<file path="config.mk">
export PLATFORM = sky130hd
export DESIGN_NAME = gpr_sb
export DESIGN_NICKNAME = d
export VERILOG_FILES = /design/src/rtl/gpr_pkg.sv /design/src/rtl/gpr_bypass_mux.sv /design/src/rtl/gpr_sb.sv
export SDC_FILE = /design/constraint.sdc
export NUM_CORES = 2
export LEC_CHECK = 0
export BUFFER_PORTS_ARGS = -buffer_cell sky130_fd_sc_hd__buf_2
export CAP_MARGIN = 20
export CORE_MARGIN = 2
export CORE_UTILIZATION = 35
export CTS_BUF_LIST = sky130_fd_sc_hd__clkbuf_16
export DETAILED_ROUTE_END_ITERATION = 10
export GPL_ROUTABILITY_DRIVEN = 1
export GPL_TIMING_DRIVEN = 0
export PLACE_DENSITY_LB_ADDON = 0.05
export SETUP_SLACK_MARGIN = 0.05
export SLEW_MARGIN = 5
export SYNTH_ARGS = -nofsm -noshare
export SYNTH_HDL_FRONTEND = slang
export SYNTH_SLANG_ARGS = --single-unit
</file>
<file path="constraint.sdc">
create_clock -name clk_i -period 13.3 [get_ports clk_i]
set_input_delay 0.665 -clock clk_i [delete_from_list [all_inputs] [get_ports clk_i]]
set_output_delay 0.665 -clock clk_i [all_outputs]
set_load 0.02 [all_outputs]
</file>
<file path="src/rtl/gpr_pkg.sv">
`default_nettype none
// ============================================================================
//  Module      : gpr_pkg
//  Description : Shared defaults and helper functions for the GPR/scoreboard.
//  Revision    : 1.0 - initial release
// ============================================================================
package gpr_pkg;

    localparam int XLEN_D = 32;
    localparam int NREG_D = 32;

    // Ceiling log2, used to derive the register address width.
    function automatic int clog2(input int n);
        int r;
        r = 0;
        while ((1 << r) < n) begin
            r = r + 1;
        end
        return r;
    endfunction

    // Number of set bits in a default-sized pending vector.
    function automatic int popcount(input logic [NREG_D-1:0] v);
        int c;
        c = 0;
        for (int i = 0; i < NREG_D; i++) begin
            c = c + int'(v[i]);
        end
        return c;
    endfunction

endpackage
`default_nettype wire

</file>
<file path="src/rtl/gpr_bypass_mux.sv">
`default_nettype none
// ============================================================================
//  Module      : gpr_bypass_mux
//  Description : One read port: selects the stored word or a same-cycle write
//                (highest-index write port wins); register 0 always reads 0.
//  Revision    : 1.0 - initial release
// ============================================================================
module gpr_bypass_mux
    import gpr_pkg::*;
#(
    parameter int XLEN = XLEN_D,
    parameter int AW   = 5,
    parameter int NWR  = 2
) (
    input  logic [AW-1:0]       i_rd_addr,
    input  logic [XLEN-1:0]     i_stored,
    input  logic [NWR-1:0]      i_wr_en,
    input  logic [NWR*AW-1:0]   i_wr_addr,
    input  logic [NWR*XLEN-1:0] i_wr_data,
    output logic [XLEN-1:0]     o_data,
    output logic                o_hit
);

    logic            w_addr_nz;
    logic [XLEN-1:0] w_data;
    logic            w_hit;

    assign w_addr_nz = (i_rd_addr != '0);

    // Scan write ports in ascending order so the highest index overrides.
    always_comb begin
        w_hit  = 1'b0;
        w_data = i_stored;
        for (int j = 0; j < NWR; j++) begin
            if (w_addr_nz && i_wr_en[j] && (i_wr_addr[j*AW +: AW] == i_rd_addr)) begin
                w_hit  = 1'b1;
                w_data = i_wr_data[j*XLEN +: XLEN];
            end
        end
        if (!w_addr_nz) begin
            w_data = '0;
        end
    end

    assign o_data = w_data;
    assign o_hit  = w_hit;

endmodule
`default_nettype wire

</file>
<file path="src/rtl/gpr_sb.sv">
`default_nettype none
// ============================================================================
//  Module      : gpr_sb
//  Description : Multi-port register file with write-to-read bypass and a
//                per-register pending scoreboard with a registered count.
//  Revision    : 1.0 - initial release
// ============================================================================
module gpr_sb
    import gpr_pkg::*;
#(
    parameter int XLEN = XLEN_D,
    parameter int NREG = NREG_D,
    parameter int NRD  = 2,
    parameter int NWR  = 2,
    parameter int AW   = clog2(NREG)
) (
    input  logic                clk_i,
    input  logic                rst_i,
    input  logic [NRD*AW-1:0]   rs_addr_i,
    output logic [NRD*XLEN-1:0] rs_data_o,
    output logic [NRD-1:0]      rs_ready_o,
    input  logic [NWR-1:0]      wr_en_i,
    input  logic [NWR*AW-1:0]   wr_addr_i,
    input  logic [NWR*XLEN-1:0] wr_data_i,
    input  logic                issue_en_i,
    input  logic [AW-1:0]       issue_rd_i,
    output logic [AW:0]         pend_cnt_o,
    output logic [NREG-1:0]     pend_vec_o
);

    localparam int c_CNT_W = AW + 1;

    logic [XLEN-1:0]    r_regs [NREG];
    logic [NREG-1:0]    r_pend;
    logic [c_CNT_W-1:0] r_pend_cnt;

    logic [NREG-1:0]    w_pend_nxt;
    logic [c_CNT_W-1:0] w_n_set;
    logic [c_CNT_W-1:0] w_n_clr;

    // Register storage: later ports override earlier ones on the same address.
    always_ff @(posedge clk_i) begin
        if (rst_i) begin
            for (int r = 0; r < NREG; r++) begin
                r_regs[r] <= '0;
            end
        end else begin
            for (int j = 0; j < NWR; j++) begin
                if (wr_en_i[j] && (wr_addr_i[j*AW +: AW] != '0)) begin
                    r_regs[wr_addr_i[j*AW +: AW]] <= wr_data_i[j*XLEN +: XLEN];
                end
            end
        end
    end

    // Next pending state: writebacks clear, then a new issue sets (issue wins).
    always_comb begin
        w_pend_nxt = r_pend;
        for (int j = 0; j < NWR; j++) begin
            if (wr_en_i[j]) begin
                w_pend_nxt[wr_addr_i[j*AW +: AW]] = 1'b0;
            end
        end
        if (issue_en_i) begin
            w_pend_nxt[issue_rd_i] = 1'b1;
        end
        w_pend_nxt[0] = 1'b0;
    end

    // Bits newly set and newly cleared this edge; several can clear at once.
    always_comb begin
        w_n_set = '0;
        w_n_clr = '0;
        for (int r = 0; r < NREG; r++) begin
            w_n_set = w_n_set + c_CNT_W'(w_pend_nxt[r] & ~r_pend[r]);
            w_n_clr = w_n_clr + c_CNT_W'(r_pend[r] & ~w_pend_nxt[r]);
        end
    end

    // Scoreboard bits and their running count.
    always_ff @(posedge clk_i) begin
        if (rst_i) begin
            r_pend     <= '0;
            r_pend_cnt <= '0;
        end else begin
            r_pend     <= w_pend_nxt;
            r_pend_cnt <= r_pend_cnt + w_n_set - w_n_clr;
        end
    end

    assign pend_vec_o = r_pend;
    assign pend_cnt_o = r_pend_cnt;

    generate
        for (genvar k = 0; k < NRD; k++) begin : g_rd_port
            logic [AW-1:0]   w_addr;
            logic [XLEN-1:0] w_data;
            logic            w_hit;

            assign w_addr = rs_addr_i[k*AW +: AW];

            gpr_bypass_mux #(
                .XLEN (XLEN),
                .AW   (AW),
                .NWR  (NWR)
            ) u_mux (
                .i_rd_addr (w_addr),
                .i_stored  (r_regs[w_addr]),
                .i_wr_en   (wr_en_i),
                .i_wr_addr (wr_addr_i),
                .i_wr_data (wr_data_i),
                .o_data    (w_data),
                .o_hit     (w_hit)
            );

            assign rs_data_o[k*XLEN +: XLEN] = w_data;
            // Same-cycle issue is deliberately not considered here.
            assign rs_ready_o[k] = (w_addr == '0) || !r_pend[w_addr] || w_hit;
        end
    endgenerate

endmodule
`default_nettype wire

</file>
==> flow_summary.yaml <==
outcome:
  status: "completed"
placement:
  gp_congestion: 0.962
  hpwl_um: 245000
  dpl_cell_area_um2: 69000
  io_buffers: 119
timing:
  rsz0062_at_grt: "false"
  setup_tns_ps: 0
  setup_violations: 0
  drv_slew: 0
  relSlewSlack_pct: 12.3
  fin_skew_ps: 8.45
  max_freq_ghz: 0.130
  fin_crit_sh_pct: 57.9
  tightest_slew_ps: 1310
  fin_crit_ps: 7700
  hold_violations: 0
synthesis:
  synth_area_leaders: "edfxtp_1 (48%), mux4_2 (19%), a22o_1 (14%)"
  synth_top_area_share_pct: 48.2
  synth-edff-count: 1024
  synth_most_common_cell: "edfxtp_1"
  synth_cell_types: 56
  synthCells: 4456
  synth-seq-cells: 1061
  synth-seq-area-share_pct: 49.3
  synth_ff_type: "edfxtp_1"
  synth_area_um2: 63800
  yosysWarnings: 0
  ys_async_sr_fraction_pct: 0
  synth_top_cells_by_count: "edfxtp_1 (1024), a22o_1 (992), mux4_2 (530)"
  synth_top_area_cell: "edfxtp_1"
  avgSynthCellArea_um2: 14.3
clocking:
  cts-root-buf: "clkbuf_16"
  htreeDepth: 4
  worstSkewPairLatency_ps: 800
  cts.path.max_buffers: 3
  cts_tree: "yes"
  ctsResizeCount: 0
  postCtsSetupBuffers: 0
  numCtsBuffers: 136
  path_clk_slew_ps: 60
  cts.sinks: 1061
  ctsHoldBuffers: 0
pwr:
  pwr-share-seq_pct: 41.5
  swShare_pct: 30.0
  switchingPower_mw: 2.88
  internal-power_mw: 6.70
  p_leak_nw: 24.9
  power_density_nw_per_um2: 130
  ir_drop_uv: 210
  clock_power_share_pct: 38.4
  combPwrFrac_pct: 20.1
worst_setup_path:
  crit_arrival_ps: 8340
  startpoint_type: "input pin"
  critPathRequiredTime_ps: 13940
  cp_slowest_stage_delay_ps: 900
  crit_top_cell: "fa_1"
  end_kind: "flip-flop"
  crit_type: "in -> reg"
  worstRegToRegCells: 23
  slowest_stage: "nor3b_1"
  crit_fanout: 10
drt:
  dr.pass1.iters: 5
  drt-initial-drc-count: 7306
  ant_nets: 0
  vias_per_cell: 6.87
  drcViolationCount: 0
  wl_um: 327000
  wl_per_cell_um: 44.6
  via_count: 50400
finish:
  multiInputGateArea_um2: 29600
  drive_above_1_share_pct: 24.3
  fin_area_um2: 73500
  num-fill-cells: 16900
  nets: 5018
  area_delta_synth_final_pct: 15.1
  register_area_um2: 31500
floorplanning:
  fp.dieH_um: 431
  core.rowCount: 156
  coreArea_um2: 181000
  die_w_um: 431
  start_util_pct: 35.3
  die_area_um2: 186000
  ios: 198
grt:
  grt_first_pass_wirelength_um: 434000
  track_usage_pct: 34.7
  grt_pass1_vias: 48800
  antenna_found_initial: 13
  grt_overflow: 0
  grt_max_degree: 33
min_path:
  holdPathStages: 2
  hold_path.class: "in -> reg"
run:
  drv_cap: 0
[routing by layer]
layer	track usage (%)	vias up	part of all wire [%]
li1	-	19400	-
met5	0	-	0.012
met1	46.6	26600	40
met2	51.5	3611	44
met4	19.5	6	6.6
met3	8.34	822	10
[worst max-delay path, delay by kind of cell]
| kind | cells | cell delay (ps) |
|---|---|---|
| AOI/OAI and AO/OA | 4 | 710 |
| xor gates and xnor gates | 1 | 160 |
| and+or+nand+nor | 3 | 1150 |
| adders and majority gates | 10 | 4340 |
| buffers and inverters | 9 | 1280 |
[state kept, by name, summed over array words and instances (netlist names)]
signal	flops
r_regs	1024
pend_cnt_o	6
pend_vec_o	31
[layout by cell type, fill, tap and decap left out, types with 15 or more instances in the layout]
cell type / instances
a211o_2: 22
a211oi_1: 31
a21oi_1: 32
a22o_1: 992
a22oi_1: 155
and2_1: 35
and3_1: 36
buf_1: 77
buf_12: 27
buf_2: 211
buf_4: 49
buf_6: 31
buf_8: 19
clkbuf_1: 501
clkbuf_16: 144
clkinv_1: 29
clkinv_2: 24
conb_1: 33
dfxtp_1: 37
edfxtp_1: 1024
fa_1: 57
ha_1: 15
inv_1: 91
mux2_2: 36
mux2i_1: 102
mux4_2: 530
nand2_1: 56
nor2_1: 134
nor2b_1: 37
nor3_1: 35
nor3_2: 30
nor3b_2: 31
o2111ai_1: 31
o211ai_1: 32
o221ai_1: 30
o22ai_1: 31
or3_1: 28
xnor2_1: 16
[worst paths after layout]
kind | start | to | slack [ps]
hold / removal | wr_data_i[4] | r_regs[10][4] | 350
setup / recovery | wr_addr_i[3] | pend_cnt_o[5] | 5600
setup reg to reg | pend_vec_o[16] | pend_cnt_o[5] | 6850
hold reg to reg | pend_vec_o[31] | pend_vec_o[31] | 690
[cells by family (layout without fill, tap and decap cells)]
kind of cell	Yosys count	count (layout)	synth area share, %
adder cells (fa/ha/maj)	72	72	2.08
multiplexers	668	668	20.9
other	1	39	0.00588
AND/OR/NAND/NOR	499	499	4.45
XOR/XNOR	27	27	0.371
AO/OA/AOI/OAI	1367	1367	18.0
flip-flops	1061	1061	49.3
buffers and inverters	761	1233	4.82
[per-stage QoR]
step	power (mW)	std cells	hold WS (ps)	setup slack [ps]	util, %
after floorplan	5.21	4488	677	6040	-
after global placement	5.90	6977	673	4840	37.3
after detailed placement	5.94	7072	677	4750	38.1
after CTS	9.56	7318	310	5580	40.5
after global routing	9.85	7332	339	5190	40.6
final	9.58	7336	350	5600	40.6
[power by group through the flow]
stage / clock (mW) / sequential (mW) / combinational (mW)
after floorplan: 0 / 4.01 / 1.20
after global placement: 0 / 4.05 / 1.86
after detailed placement: 0 / 4.04 / 1.89
after CTS: 3.68 / 3.98 / 1.91
after global routing: 3.80 / 4.00 / 2.05
final: 3.67 / 3.98 / 1.93
[cell type report]
cell class / count / share of cell area, %
clock buffer: 143 / 4.87
multi-input combinational: 2666 / 40.3
antenna: 6 / 0.0204
buffer: 703 / 3.91
tap: 2370 / 4.04
timing repair buffer: 226 / 2.75
inverter: 58 / 0.296
clock inverter: 103 / 0.952
sequential: 1061 / 42.9
Note: power is estimated with default switching activity, not from simulation.
